--- src/rtl/csa_pkg.sv ---
// csa_pkg: shared default width, word type and resolver state encoding
package csa_pkg;
  localparam int CSA_WIDTH = 8;
  typedef logic [CSA_WIDTH-1:0] csa_word_t;
  typedef enum logic [1:0] {IDLE, RESOLVE, DONE} csa_res_state_e;
endpackage

--- src/rtl/csa_resolve_step.sv ---
// csa_resolve_step: one carry-resolve iteration (s,c) -> (s^c, (s&c)<<1, carry-out)
module csa_resolve_step #(
  parameter int WIDTH = 8
) (
  input  logic [WIDTH-1:0] s,
  input  logic [WIDTH-1:0] c,
  output logic [WIDTH-1:0] s_n,
  output logic [WIDTH-1:0] c_n,
  output logic             cout
);
  logic [WIDTH-1:0] g;
  assign g    = s & c;
  assign s_n  = s ^ c;
  assign c_n  = {g[WIDTH-2:0], 1'b0};
  assign cout = g[WIDTH-1];
endmodule

--- src/rtl/csa_resolver.sv ---
// csa_resolver: multi-cycle sum/carry resolver; define CSA_RESOLVER_OVF_EN to add the sticky out_ovf carry-out flag
module csa_resolver
  import csa_pkg::*;
#(
  parameter  int WIDTH = CSA_WIDTH,
  localparam int CNT_W = $clog2(WIDTH + 1)
) (
  input  logic             clk,
  input  logic             rst,
  input  logic             in_valid,
  output logic             in_ready,
  input  logic [WIDTH-1:0] in_sum,
  input  logic [WIDTH-1:0] in_carry,
  output logic             out_valid,
  input  logic             out_ready,
  output logic [WIDTH-1:0] out_result,
  output logic [CNT_W-1:0] out_cycles
`ifdef CSA_RESOLVER_OVF_EN
  ,
  output logic             out_ovf
`endif
);
  csa_res_state_e state_q, state_d;
  logic [WIDTH-1:0] s_q, s_d, c_q, c_d, step_s, step_c;
  logic [CNT_W-1:0] iter_q, iter_d;
  logic step_cout;
  logic accept, stepping;
  csa_resolve_step #(.WIDTH(WIDTH)) u_step (
    .s(s_q), .c(c_q), .s_n(step_s), .c_n(step_c), .cout(step_cout)
  );
  assign in_ready   = state_q == IDLE;
  assign out_valid  = state_q == DONE;
  assign out_result = s_q;
  assign out_cycles = iter_q;
  assign accept     = in_ready && in_valid;
  assign stepping   = state_q == RESOLVE && c_q != '0;
  always_comb begin
    state_d = state_q;
    s_d     = accept ? in_sum : stepping ? step_s : s_q;
    c_d     = accept ? in_carry : stepping ? step_c : c_q;
    iter_d  = accept ? '0 : stepping ? iter_q + 1'b1 : iter_q;
    case (state_q)
      IDLE:    state_d = in_valid ? RESOLVE : IDLE;
      RESOLVE: state_d = c_q == '0 ? DONE : RESOLVE;
      DONE:    state_d = out_ready ? IDLE : DONE;
      default: state_d = IDLE;
    endcase
  end
  always_ff @(posedge clk) begin
    if (rst) begin
      state_q <= IDLE;
      s_q     <= '0;
      c_q     <= '0;
      iter_q  <= '0;
    end else begin
      state_q <= state_d;
      s_q     <= s_d;
      c_q     <= c_d;
      iter_q  <= iter_d;
    end
  end
`ifdef CSA_RESOLVER_OVF_EN
  logic ovf_q, ovf_d;
  assign ovf_d   = accept ? 1'b0 : ovf_q | (stepping & step_cout);
  assign out_ovf = ovf_q;
  always_ff @(posedge clk) ovf_q <= rst ? 1'b0 : ovf_d;
`else
  logic unused_cout;
  assign unused_cout = step_cout;
`endif
endmodule

--- config.mk ---
export PLATFORM = sky130hd
export DESIGN_NAME = csa_resolver
export DESIGN_NICKNAME = d
export VERILOG_FILES = /design/src/rtl/csa_pkg.sv /design/src/rtl/csa_resolve_step.sv /design/src/rtl/csa_resolver.sv
export SDC_FILE = /design/constraint.sdc
export NUM_CORES = 1
export LEC_CHECK = 0
export BUFFER_PORTS_ARGS = -buffer_cell sky130_fd_sc_hd__buf_2
export CAP_MARGIN = 20
export CELL_PAD_IN_SITES_DETAIL_PLACEMENT = 2
export CELL_PAD_IN_SITES_GLOBAL_PLACEMENT = 2
export CORE_ASPECT_RATIO = 2
export CORE_UTILIZATION = 32
export CTS_CLUSTER_DIAMETER = 150
export CTS_CLUSTER_SIZE = 25
export DETAILED_ROUTE_END_ITERATION = 7
export PLACE_DENSITY_LB_ADDON = 0.12
export SYNTH_ARGS = -nofsm -noshare
export SYNTH_HDL_FRONTEND = slang
export SYNTH_SLANG_ARGS = --single-unit
export TNS_END_PERCENT = 100
--- constraint.sdc ---
create_clock -name clk -period 4.25 [get_ports clk]
set_input_delay 0.2125 -clock clk [delete_from_list [all_inputs] [get_ports clk]]
set_output_delay 0.2125 -clock clk [all_outputs]
set_load 0.05 [all_outputs]
; After elaboration in Yosys (flattened, before gate mapping)
; Index checks and enable logic that the tools add are counted.
[word_totals]
ff_bits = 22
input_bits = 20
output_inout_bits = 14
wordCells = 24
[classes]
add_sub_neg = 1
n_eq_ne = 2
muxes = 8
bitwise_logic = 2
n_reduce_logical = 7
[op_table]
columns = op, n
row1 = $mux 8, 4
row2 = $logic_not 8->1, 1
row3 = $reduce_bool 8->1, 1
row4 = $xor 8x8->8, 1
row5 = $and 7x7->7, 1
row6 = $pmux 2 s3, 1
row7 = $add 4x1->4 const B, 1
row8 = $mux 2, 2
row9 = $eq 2x1->1 const B, 1
row10 = $eq 2x2->1 const B, 1
row11 = $logic_and 1x1->1, 2
row12 = $logic_not 2->1, 1
row13 = $reduce_bool 2->1, 1
row14 = $reduce_or 2->1, 1
row15 = $mux 1, 1

; Longest topological paths before layout
; Gate-level depths: netlist (run 1).
[logic_depth]
word_depth = 4
mapped_depth = 6
ltp_nobuf = 5

; Modules after synthesis
; From an unflattened synthesis (run 1), not the netlist that was laid out.
[unflattened]
cells_unflattened = 114
hier_area_um2 = 1218.7
[modules_own_cells]
columns = mod, n_inst, cells_per_inst, area_each_um2, seq_area_each_um2
row1 = csa_resolver, 1, 104, 1107.3, 440.4
row2 = csa_resolve_step, 1, 10, 111.4, 0.0

; Worst setup path after synthesis (run 1)
; OpenSTA, ideal clock, no wires.
[synth_path]
path_type = reg2reg
from = reg state_q[1]
to = reg state_q[1]
setup_ns = 0.065
arrival_ns = 1.433
required_time_ns = 4.185
slack_ns = 2.752
path_stages_with_launch = 4
path_buffers = 1
period_less_slack_ns = 1.498
path_cell_list = dfxtp_1 > buf_2 > nor2b_1 > a32o_1
[synth_via]
elab_chain_cells = 2
[synth_rtl]
columns = element, line_no
row1 = from (decl), csa_resolver.sv:23  ; csa_res_state_e state_q, state_d;
row2 = from (signal assigned), csa_resolver.sv:56  ; state_q <= state_d;
row3 = $eq 2x2->1, n/a
row4 = via out_valid, csa_resolver.sv:14  ; output logic out_valid,
row5 = $pmux 2 s3, csa_resolver.sv:42  ; case (state_q)
; The timed path passes the listed nets, and every way through them passes these cells.
; A chain may end at the register's enable or synchronous reset.

; Worst setup path in the final report (run 1)
[layout_path]
from = reg state_q[0]
to = reg s_q[6] (netlist: out_result[6])
[layout_via]
elab_chain_cells = 3
[layout_rtl]
columns = element, line_no
row1 = $eq 2x1->1 / $logic_not 2->1 (equally long branches), "csa_resolver.sv:36, csa_resolver.sv:31"
row2 = "$logic_and 1x1->1, on equally long branches", "csa_resolver.sv:36, csa_resolver.sv:35"
row3 = $reduce_bool 2->1 (no source line) / $mux 8 (equally long branches), n/a
row4 = to (signal assigned), csa_resolver.sv:52  ; s_q <= '0;
row5 = to (signal assigned), csa_resolver.sv:57  ; s_q <= s_d;
row6 = to (decl), csa_resolver.sv:24  ; logic [WIDTH-1:0] s_q, s_d, c_q, c_d, step_s, step_c;
; Several ways; a longest one is shown, not always the timed one.

==> load_flow_metrics.sql, run 1 <==
INSERT INTO impl_metrics (metric_group, metric, value, unit) VALUES
('timing', 'timing.slew.headroom', '0.525', ''),
('grt', 'antenna_found_initial', '0', ''),
('critical_path', 'worstPathRequired', '4400', 'ps'),
('power', 'share_of_power_burned_in_combinational_logic', '0.288', ''),
('synthesis', 'post_synth.cell_area_avg', '10.5', 'µm²'),
('clock_network', 'clkSinkCount', '22', ''),
('clock_network', 'numCtsBuffers', '3', ''),
('synthesis', 'mappedNetlistArea', '1100', 'µm²'),
('status', 'failed_checks', 'design-rule violations', ''),
('timing', 'rsz0062_at_grt', 'false', ''),
('floorplanning', 'initial_core_utilization', '0.341', ''),
('floorplanning', 'floorplan.io_pins', '34', ''),
('synthesis', 'yosys.area.top_type', 'sky130_fd_sc_hd__dfxtp_1', ''),
('clock_network', 'post_cts_resize_count', '0', ''),
('power', 'switching_portion_of_total_power', '0.359', ''),
('timing', 'worst_clock_skew', '3.77', 'ps'),
('synthesis', 'synth_top_area_share', '0.400', ''),
('timing', 'shortest_clock_period_the_worst_path_allows_after_layout', '1680', 'ps'),
('finish', 'drive_above_1_share', '0.377', ''),
('timing', 'report.final.slew_viol_count', '0', ''),
('finish', 'layout.nets', '168', ''),
('critical_path', 'startpoint_of_the_most_critical_setup_path', 'state_q[0]', ''),
('power', 'total_switching_power', '193', 'µW'),
('route', 'wl_per_cell', '18.8', 'µm'),
('clock_network', 'clk_path_buf_depth', '2', ''),
('placed_design', 'numPortBuffers', '33', ''),
('clock_network', 'holdBufCountCts', '0', ''),
('critical_path', 'crit_path_max_fanout', '11', ''),
('synthesis', 'edff_count_synth', '0', ''),
('timing', 'hold_violations', '0', ''),
('power', 'power_frac_clock', '0.250', ''),
('route', 'route.antenna.remaining_nets', '0', ''),
('synthesis', 'syn_nets', '133', ''),
('timing', 'layout_worst_path_cycle_share', '0.395', ''),
('placed_design', 'final_weighted_congestion_in_routability_driven_placement', '0.775', ''),
('synthesis', 'syn_inst_count', '105', ''),
('route', 'drcViolationCount', '2', ''),
('route', 'drt-pass1-iter-count', '5', ''),
('finish', 'n_antenna_cell', '0', ''),
('floorplanning', 'dieWidth', '43.5', 'µm'),
('timing', 'setup_tns', '0', 'ps'),
('status', 'run_status', 'finished, violations left', ''),
('timing', 'max_freq', '596', 'MHz'),
('synthesis', 'synth-warning-count', '0', ''),
('placed_design', 'placed_cell_area', '1280', 'µm²'),
('power', 'power_density', '407', 'nW/µm²'),
('route', 'num_vias', '956', ''),
('critical_path', 'timing.rr.start', 'state_q[0]', ''),
('flow_run', 'maxCapViolations', '0', ''),
('floorplanning', 'floorplan_die_area', '3690', 'µm²'),
('clock_network', 'setup_buffers_after_cts', '0', ''),
('clock_network', 'cts_htree_levels', '1', ''),
('route', 'drt_iter0_markers', '7', ''),
('clock_network', 'cts.reportedPaths.clkPinSlew', '80', 'ps'),
('placed_design', 'dpl.hpwl', '2.63', 'mm'),
('synthesis', 'synth_flop_cell', 'sky130_fd_sc_hd__dfxtp_1', ''),
('synthesis', 'synth_seq_area_share', '0.400', ''),
('synthesis', 'ys_async_sr_fraction', '0', ''),
('floorplanning', 'core_area', '3230', 'µm²'),
('finish', 'design_area', '1320', 'µm²'),
('finish', 'synthesis_to_finish_area_growth', '20.0', '%'),
('power', 'vdd_drop_max', '226', 'µV'),
('timing', 'worst-slew-pin-transition', '706', 'ps'),
('synthesis', 'yosys_register_bits', '22', ''),
('grt', 'global_route.usage.total', '0.184', ''),
('critical_path', 'cp_data_arrival_time', '1830', 'ps'),
('floorplanning', 'die-height', '84.9', 'µm'),
('min_path', 'hp-class', 'primary input to register', ''),
('critical_path', 'critical_path.endpoint_type', 'register', ''),
('power', 'power.static_leakage', '0.644', 'nW'),
('grt', 'number_of_global_route_vias_before_repair', '1051', '');
per-layer routing:
metal	GRT usage	part of all wire	wire, µm	vias up
li1	-	-	-	460
met1	0.163	0.33	1050	470
met2	0.382	0.63	1990	20
met3	0.0213	0.018	56	6
met4	0.0739	0.022	71	0
met5	0	0	0	-
final timing paths:
path,to,slack (ps),cells past startpoint
worst min-delay path,c_q[0],200,2
worst min register to register,out_cycles[3],510,2
worst max register to register,out_result[6],2570,4
worst max-delay path,out_result[6],2570,4
cells by family (layout without fill, tap and decap cells):
kind of cell               count (synthesis)  in the layout  synth area share
xor gates and xnor gates                   2              2            0.0159
AOI/OAI and AO/OA                         37             37             0.281
DFF                                       22             22             0.400
and+or+nand+nor                           30             30             0.175
buffers and inverters                      6             39            0.0364
adders and majority gates                  8              8            0.0910
worst max-delay path, stage by stage (launching register included):
cell and delay [ps]:
sky130_fd_sc_hd__dfxtp_1 530, sky130_fd_sc_hd__nor2_1 130, sky130_fd_sc_hd__o21a_2 280, sky130_fd_sc_hd__a31o_4 260, sky130_fd_sc_hd__a221o_1 360
cells in the final DEF (no fill, tap or decap), types with 3 or more instances in the layout:
master and n:
sky130_fd_sc_hd__a21o_2 8, sky130_fd_sc_hd__a21oi_1 5, sky130_fd_sc_hd__a221o_1 7, sky130_fd_sc_hd__a22o_1 6
sky130_fd_sc_hd__and2_1 7, sky130_fd_sc_hd__buf_2 33, sky130_fd_sc_hd__clkbuf_8 3, sky130_fd_sc_hd__dfxtp_1 22
sky130_fd_sc_hd__ha_1 8, sky130_fd_sc_hd__nand2_1 4, sky130_fd_sc_hd__nand3_1 3, sky130_fd_sc_hd__nor2_1 7
sky130_fd_sc_hd__o21ai_0 3
area by class of cell:
class / count / area, µm²
tap: 31 / 38.8
timing repair buffer: 34 / 173
sequential: 22 / 440
inverter: 2 / 7.51
multi-input combinational: 77 / 619
clock buffer: 3 / 41.3
fill: 381 / 1910
registers in the layout, summed over array words and instances (netlist names):
name / cells
out_cycles: 4
c_q: 8
out_result: 8
state_q: 2
synth_stat cells, types with 3 or more instances:
cell type and n:
sky130_fd_sc_hd__a21oi_1 5, sky130_fd_sc_hd__a22o_1 6, sky130_fd_sc_hd__and2_1 7, sky130_fd_sc_hd__o21ai_0 3, sky130_fd_sc_hd__ha_1 8, sky130_fd_sc_hd__nand2_1 4, sky130_fd_sc_hd__nand3_1 3, sky130_fd_sc_hd__nor2_1 7
sky130_fd_sc_hd__a221o_1 7, sky130_fd_sc_hd__dfxtp_1 22, sky130_fd_sc_hd__a21o_2 8
power groups by stage:
stage	Combinational (mW)	Clock, mW	Sequential, mW
floorplan	0.0868	0	0.279
global placement	0.152	0	0.252
detailed placement	0.156	0	0.254
CTS	0.157	0.136	0.249
global route	0.168	0.144	0.251
finish	0.155	0.134	0.248
through the flow:
| step | setup WS [ps] | utilization | hold slack [ps] | cells |
|---|---|---|---|---|
| finish | 2570 | 0.409 | 196 | 169 |
| global route | 2500 | 0.409 | 205 | 169 |
| CTS | 2570 | 0.409 | 203 | 169 |
| detailed placement | 2570 | 0.396 | 485 | 166 |
| global placement | 2650 | 0.396 | 467 | 166 |
| floorplan | 2750 | - | 282 | 105 |
Power figures use the tool's default switching activity.
==> inputs of run 2 (changes only) <==
--- a/config.mk
+++ b/config.mk
@@ -5,12 +5,13 @@
 export SDC_FILE = /design/constraint.sdc
 export NUM_CORES = 1
 export LEC_CHECK = 0
+export ABC_AREA = 1
 export BUFFER_PORTS_ARGS = -buffer_cell sky130_fd_sc_hd__buf_2
 export CAP_MARGIN = 20
 export CELL_PAD_IN_SITES_DETAIL_PLACEMENT = 2
 export CELL_PAD_IN_SITES_GLOBAL_PLACEMENT = 2
 export CORE_ASPECT_RATIO = 2
-export CORE_UTILIZATION = 32
+export CORE_UTILIZATION = 24
 export CTS_CLUSTER_DIAMETER = 150
 export CTS_CLUSTER_SIZE = 25
 export DETAILED_ROUTE_END_ITERATION = 7
==> constraint.sdc (replaced) <==
create_clock -name clk -period 1.5 [get_ports clk]
set_input_delay 0.075 -clock clk [delete_from_list [all_inputs] [get_ports clk]]
set_output_delay 0.075 -clock clk [all_outputs]
set_load 0.05 [all_outputs]
==> load_flow_metrics.sql, run 2 <==
INSERT INTO impl_metrics (metric_group, metric, value, unit) VALUES
('placed_design', 'final_weighted_congestion_in_routability_driven_placement', '0.708', ''),
('grt', 'grt_first_pass_wirelength', '6.33', 'mm'),
('floorplanning', 'initial_core_utilization', '0.247', ''),
('clock_network', 'setup_buffers_after_cts', '0', ''),
('synthesis', 'yosys.area.top_type', 'sky130_fd_sc_hd__dfxtp_1', ''),
('synthesis', 'synth_top_cells_by_area', 'sky130_fd_sc_hd__dfxtp_1 (33%), sky130_fd_sc_hd__nand2_1 (20%), sky130_fd_sc_hd__a21oi_1 (7.9%), sky130_fd_sc_hd__ha_1 (7.5%), sky130_fd_sc_hd__nand3_1 (7.5%)', ''),
('synthesis', 'synth_top_area_share', '0.332', ''),
('synthesis', 'synth_flop_cell', 'sky130_fd_sc_hd__dfxtp_1', ''),
('clock_network', 'cts.reportedPaths.clkPinSlew', '80', 'ps'),
('clock_network', 'clk_path_buf_depth', '2', ''),
('timing', 'postLayoutSetupSlackWorst', '148', 'ps'),
('floorplanning', 'die-height', '107', 'µm'),
('clock_network', 'worstSkewPairLatency', '260', 'ps'),
('min_path', 'hp-class', 'primary input to register', ''),
('route', 'route.antenna.remaining_nets', '0', ''),
('critical_path', 'critical_path.endpoint_type', 'register', ''),
('timing', 'setup_tns', '0', 'ps'),
('critical_path', 'critical_path.startpoint_type', 'register', ''),
('critical_path', 'crit_chain', 'nor2_1 > nand2_1 > o21ai_4 > buf_12 > nand3_1 > nand2_1 > nor2_1', ''),
('timing', 'final-setup-viol-count', '0', ''),
('critical_path', 'path_class', 'register to register', ''),
('timing', 'report.final.slew_viol_count', '0', ''),
('route', 'num_vias', '1380', ''),
('timing', 'worst_clock_skew', '1.93', 'ps'),
('synthesis', 'yosys_register_bits', '22', ''),
('timing', 'worst_hold_slack', '24.6', 'ps'),
('route', 'routed_wl', '3.85', 'mm'),
('synthesis', 'synth.cells.most_frequent', 'sky130_fd_sc_hd__nand2_1 (72), sky130_fd_sc_hd__nor2_1 (23), sky130_fd_sc_hd__dfxtp_1 (22), sky130_fd_sc_hd__inv_1 (22), sky130_fd_sc_hd__a21oi_1 (21)', ''),
('clock_network', 'post_cts_resize_count', '0', ''),
('floorplanning', 'core_area', '5370', 'µm²'),
('synthesis', 'syn_nets', '235', ''),
('timing', 'layout_worst_path_cycle_share', '0.901', ''),
('route', 'drt-pass1-iter-count', '2', ''),
('synthesis', 'ys_async_sr_fraction', '0', ''),
('timing', 'shortest_clock_period_the_worst_path_allows_after_layout', '1350', 'ps'),
('finish', 'most_frequent_cells_in_the_layout', 'sky130_fd_sc_hd__nand2_1 (72), sky130_fd_sc_hd__buf_2 (33), sky130_fd_sc_hd__nor2_1 (23)', ''),
('critical_path', 'crit_path_max_fanout', '16', ''),
('clock_network', 'numCtsBuffers', '3', ''),
('floorplanning', 'floorplan.io_pins', '34', ''),
('critical_path', 'worstPathRequired', '1660', 'ps'),
('critical_path', 'rrSetupSlack', '150', 'ps'),
('clock_network', 'holdBufCountCts', '0', ''),
('placed_design', 'dpl.hpwl', '2.94', 'mm'),
('finish', 'synthesis_to_finish_area_growth', '21.7', '%'),
('clock_network', 'cts.root.buffer_cell', 'sky130_fd_sc_hd__clkbuf_8', ''),
('power', 'power.static_leakage', '0.870', 'nW'),
('route', 'drt_iter0_markers', '12', ''),
('clock_network', 'cts_htree_levels', '1', ''),
('synthesis', 'synth-warning-count', '0', ''),
('floorplanning', 'site_row_count', '38', ''),
('route', 'wl_per_cell', '12.9', 'µm'),
('grt', 'number_of_global_route_vias_before_repair', '1478', ''),
('synthesis', 'mappedNetlistArea', '1330', 'µm²'),
('placed_design', 'numPortBuffers', '33', ''),
('timing', 'worst-slew-pin-transition', '509', 'ps'),
('timing', 'max_freq', '740', 'MHz'),
('route', 'vias_cell', '4.63', ''),
('synthesis', 'synth_seq_area_share', '0.332', ''),
('synthesis', 'synth.distinct_cells', '18', ''),
('critical_path', 'critical-path-max-stage-delay', '340', 'ps'),
('floorplanning', 'floorplan_die_area', '5850', 'µm²'),
('finish', 'layout.nets', '268', ''),
('timing', 'rsz0062_at_grt', 'false', ''),
('grt', 'antenna_found_initial', '0', ''),
('placed_design', 'placement_stage_worst_setup_slack', '130', 'ps'),
('synthesis', 'syn_inst_count', '207', ''),
('finish', 'drive_above_1_share', '0.193', ''),
('route', 'drcViolationCount', '0', ''),
('timing', 'timing.slew.headroom', '0.661', ''),
('finish', 'n_antenna_cell', '0', ''),
('status', 'run_status', 'finished, final reports clean', ''),
('timing', 'hold_violations', '0', ''),
('grt', 'grt_max_degree', '40', ''),
('clock_network', 'clkSinkCount', '22', ''),
('synthesis', 'edff_count_synth', '0', ''),
('finish', 'layout_commonest_cell', 'sky130_fd_sc_hd__nand2_1', ''),
('clock_network', 'tritoncts', 'built', ''),
('synthesis', 'post-synth-top-count-cell', 'sky130_fd_sc_hd__nand2_1', ''),
('floorplanning', 'dieWidth', '54.6', 'µm'),
('flow_run', 'maxCapViolations', '0', ''),
('grt', 'global_route.usage.total', '0.145', ''),
('power', 'vdd_drop_max', '563', 'µV'),
('power', 'power_density', '1340', 'nW/µm²'),
('synthesis', 'post_synth.cell_area_avg', '6.41', 'µm²'),
('grt', 'globalRouteOverflowTotal', '0', ''),
('critical_path', 'cpMaxStageDelayCell', 'sky130_fd_sc_hd__dfxtp_1', ''),
('critical_path', 'cp_data_arrival_time', '1510', 'ps');
[run 2: cell count changes in the layout (fill, tap and decap cells not counted), moves of 8 or more]
cell                      before  now
sky130_fd_sc_hd__nor2_1        7   23
sky130_fd_sc_hd__a21o_2        8    0
sky130_fd_sc_hd__nand3_1       3   20
sky130_fd_sc_hd__nand2_1       4   72
sky130_fd_sc_hd__inv_1         2   22
sky130_fd_sc_hd__a21oi_1       5   21
[run 2: layout make-up]
type	instances	area (µm²)
tap	60	75.1
clock buffer	3	41.3
sequential	22	440
inverter	23	86.3
fill	690	3760
timing repair buffer	38	240
multi-input combinational	152	732
[run 2: power by group]
| part | switching [mW] | internal (mW) |
|---|---|---|
| Combinational | 0.672 | 0.343 |
| Clock | 0.198 | 0.179 |
| Sequential | 0.0944 | 0.684 |
[run 2: logic make-up after synthesis]
kind of cell / synth area share
simple gates: 0.364
buf+inv: 0.121
compound gates: 0.102
flops: 0.332
fa+ha+maj: 0.0754
xor+xnor: 0.00660
[run 2: metal layers]
metal / GRT usage / wire (µm) / share of wire / vias up
li1: - / - / - / 707
met1: 0.152 / 1550 / 0.40 / 653
met2: 0.279 / 2200 / 0.57 / 18
met3: 0.0128 / 65 / 0.017 / 2
met4: 0.0385 / 31 / 0.0081 / 0
met5: 0 / 0 / 0 / -
[run 2: worst paths after layout]
kind	from	endpoint	cells after the start
max	c_q[2]	c_q[7]	7
min	rst	state_q[1]	2
max reg2reg	c_q[2]	c_q[7]	7
min reg2reg	c_q[0]	c_q[0]	2
[run 2: per-stage QoR]
step           instances  cell area [µm²]  total power, mW  utilization
3_3_place_gp         295             1570             1.82        0.293
4_1_cts              298             1620             2.23        0.301
3_5_place_dp         295             1570             1.84        0.293
5_1_grt              298             1620             2.36        0.301
2_1_floorplan        207             1330             1.55            -
6_report             298             1620             2.17        0.301
[run 2: worst max-delay path: cells and delay by family (launching register included)]
family	cells	cell delay (ps)
AND/OR/NAND/NOR	5	420
AO/OA/AOI/OAI	1	310
buffers and inverters	1	190
flip-flops	1	340
==> inputs of run 3 (changes only) <==
--- a/config.mk
+++ b/config.mk
@@ -5,13 +5,12 @@
 export SDC_FILE = /design/constraint.sdc
 export NUM_CORES = 1
 export LEC_CHECK = 0
-export ABC_AREA = 1
 export BUFFER_PORTS_ARGS = -buffer_cell sky130_fd_sc_hd__buf_2
 export CAP_MARGIN = 20
-export CELL_PAD_IN_SITES_DETAIL_PLACEMENT = 2
-export CELL_PAD_IN_SITES_GLOBAL_PLACEMENT = 2
+export CELL_PAD_IN_SITES_DETAIL_PLACEMENT = 0
+export CELL_PAD_IN_SITES_GLOBAL_PLACEMENT = 1
 export CORE_ASPECT_RATIO = 2
-export CORE_UTILIZATION = 24
+export CORE_UTILIZATION = 34
 export CTS_CLUSTER_DIAMETER = 150
 export CTS_CLUSTER_SIZE = 25
 export DETAILED_ROUTE_END_ITERATION = 7
==> load_flow_metrics.sql, run 3 (same netlist as run 1, synthesis figures left out) <==
INSERT INTO impl_metrics (metric_group, metric, value, unit) VALUES
('timing', 'timing.slew.headroom', '0.712', ''),
('critical_path', 'rrSetupSlack', '70', 'ps'),
('route', 'wl_per_cell', '14.0', 'µm'),
('timing', 'hold_violations', '0', ''),
('finish', 'drive_above_1_share', '0.417', ''),
('timing', 'report.final.slew_viol_count', '0', ''),
('placed_design', 'final_weighted_congestion_in_routability_driven_placement', '0.761', ''),
('timing', 'rsz0062_at_grt', 'false', ''),
('placed_design', 'dpl.hpwl', '1.90', 'mm'),
('finish', 'final_cells', '174', ''),
('floorplanning', 'core_area', '3010', 'µm²'),
('flow_run', 'maxCapViolations', '0', ''),
('floorplanning', 'dieWidth', '42.2', 'µm'),
('floorplanning', 'initial_core_utilization', '0.365', ''),
('min_path', 'hp-class', 'primary input to register', ''),
('critical_path', 'critical_path.startpoint_type', 'register', ''),
('power', 'power.static_leakage', '0.674', 'nW'),
('timing', 'final-setup-viol-count', '0', ''),
('finish', 'most_frequent_cells_in_the_layout', 'sky130_fd_sc_hd__buf_2 (33), sky130_fd_sc_hd__dfxtp_1 (20), sky130_fd_sc_hd__a21o_2 (8), sky130_fd_sc_hd__ha_1 (8)', ''),
('critical_path', 'worstReg2RegEnd', 'out_result[5]', ''),
('finish', 'layout_commonest_cell', 'sky130_fd_sc_hd__buf_2', ''),
('timing', 'worst_hold_slack', '56.3', 'ps'),
('placed_design', 'dp_cells', '169', ''),
('critical_path', 'crit_chain', 'nor4_4 > and2_4 > a31o_4 > a221o_1', ''),
('critical_path', 'path_class', 'register to register', ''),
('critical_path', 'crit_path_max_fanout', '7', ''),
('timing', 'worst-slew-pin-transition', '421', 'ps'),
('critical_path', 'crit_family', 'compound AO/OA/AOI/OAI gates', ''),
('critical_path', 'bufs_and_invs_on_worst_path', '0', ''),
('min_path', 'min_path_cells', '2', ''),
('floorplanning', 'site_row_count', '28', ''),
('floorplanning', 'floorplan.io_pins', '34', ''),
('clock_network', 'cts_htree_levels', '1', ''),
('timing', 'setup_tns', '0', 'ps'),
('power', 'total_power', '1.51', 'mW'),
('critical_path', 'cpMaxStageDelayCell', 'sky130_fd_sc_hd__dfxtp_1', ''),
('clock_network', 'cts.root.buffer_cell', 'sky130_fd_sc_hd__clkbuf_8', ''),
('status', 'run_status', 'finished, final reports clean', ''),
('critical_path', 'worstRegToRegCells', '4', ''),
('critical_path', 'cp_num_cells', '4', ''),
('critical_path', 'cp_data_arrival_time', '1570', 'ps'),
('grt', 'number_of_global_route_vias_before_repair', '932', ''),
('clock_network', 'clk_path_buf_depth', '2', ''),
('clock_network', 'tritoncts', 'built', ''),
('route', 'num_vias', '940', ''),
('grt', 'globalRouteOverflowTotal', '0', ''),
('grt', 'global_route.usage.total', '0.152', ''),
('floorplanning', 'floorplan_die_area', '3480', 'µm²'),
('timing', 'max_freq', '701', 'MHz'),
('finish', 'layout.nets', '174', ''),
('min_path', 'worst_hold_startpoint', 'rst', ''),
('route', 'vias_cell', '5.40', ''),
('clock_network', 'worstSkewPairLatency', '260', 'ps'),
('critical_path', 'worstPathRequired', '1650', 'ps'),
('grt', 'grt_max_degree', '15', ''),
('critical_path', 'critical_path.endpoint_type', 'register', ''),
('route', 'routed_wl', '2.44', 'mm'),
('timing', 'layout_worst_path_cycle_share', '0.950', ''),
('finish', 'synthesis_to_finish_area_growth', '24.2', '%'),
('floorplanning', 'die-height', '82.4', 'µm'),
('critical_path', 'timing.rr.start', 'c_q[2]', ''),
('finish', 'filler_cell_count_in_the_final_layout', '303', ''),
('clock_network', 'cts.reportedPaths.clkPinSlew', '70', 'ps'),
('timing', 'shortest_clock_period_the_worst_path_allows_after_layout', '1430', 'ps'),
('grt', 'antenna_found_initial', '0', ''),
('clock_network', 'numCtsBuffers', '3', ''),
('power', 'vdd_drop_max', '558', 'µV'),
('min_path', 'timing.hold.worst_endpoint', 'c_q[0]', ''),
('route', 'drt_iter0_markers', '11', ''),
('clock_network', 'clkSinkCount', '22', ''),
('critical_path', 'critical-path-max-stage-delay', '430', 'ps'),
('grt', 'grt_first_pass_wirelength', '4.04', 'mm'),
('route', 'drcViolationCount', '0', ''),
('placed_design', 'numPortBuffers', '33', ''),
('clock_network', 'holdBufCountCts', '0', ''),
('route', 'drt-pass1-iter-count', '3', ''),
('timing', 'worst_clock_skew', '2.98', 'ps'),
('finish', 'n_antenna_cell', '0', ''),
('route', 'route.antenna.remaining_nets', '0', ''),
('power', 'power_density', '1110', 'nW/µm²');
==> run 3: timing repair <==
action | 4_1_cts | 5_1_grt
buffers inserted | 0 | 2
endpoints found under the hold margin | 0 | 0
endpoints found under the setup margin | 0 | 9
resized for setup | 0 | 2
==> run 3: metrics by stage <==
step / instance area [µm²] / setup WS, ps / util
floorplan: 1100 / 2.12 / -
global placement: 1310 / 75.5 / 0.434
detailed placement: 1310 / 49.5 / 0.434
CTS: 1350 / 35.8 / 0.448
global route: 1370 / 12.2 / 0.453
finish: 1370 / 74.3 / 0.453
==> run 3: worst reg2reg max path, stage by stage (launching register included) <==
cell and delay, ps:
sky130_fd_sc_hd__dfxtp_1 430, sky130_fd_sc_hd__nor4_4 80, sky130_fd_sc_hd__and2_4 190, sky130_fd_sc_hd__a31o_4 280, sky130_fd_sc_hd__a221o_1 340
==> run 3: layout make-up <==
| class | instances | area, µm² | area share |
|---|---|---|---|
| Tap cell | 30 | 37.5 | 0.0275 |
| Sequential cell | 22 | 443 | 0.324 |
| Multi-Input combinational cell | 77 | 619 | 0.453 |
| Clock buffer | 3 | 41.3 | 0.0302 |
| Timing Repair Buffer | 40 | 218 | 0.159 |
| Inverter | 2 | 7.51 | 0.00549 |
==> run 3: worst max path at each step <==
stage,from,endpoint
after detailed placement,c_q[3],out_result[1]
after global routing,c_q[2],out_result[2]
after global placement,c_q[7],out_result[2]
after floorplan,state_q[1],state_q[1]
after CTS,c_q[7],out_result[1]
final,c_q[2],out_result[5]
==> run 3: routing by layer <==
layer  vias up  global-route usage  wire length (µm)
li1        475                   -                 -
met1       436               0.157               992
met2        23               0.289              1320
met3         6              0.0283                78
met4         0              0.0719                43
met5         -                   0                 0
==> run 3: report_power, final <==
part / internal [mW] / switching, mW / total (mW)
Sequential: 0.637 / 0.0562 / 0.694
Combinational: 0.185 / 0.277 / 0.463
Clock: 0.179 / 0.178 / 0.357
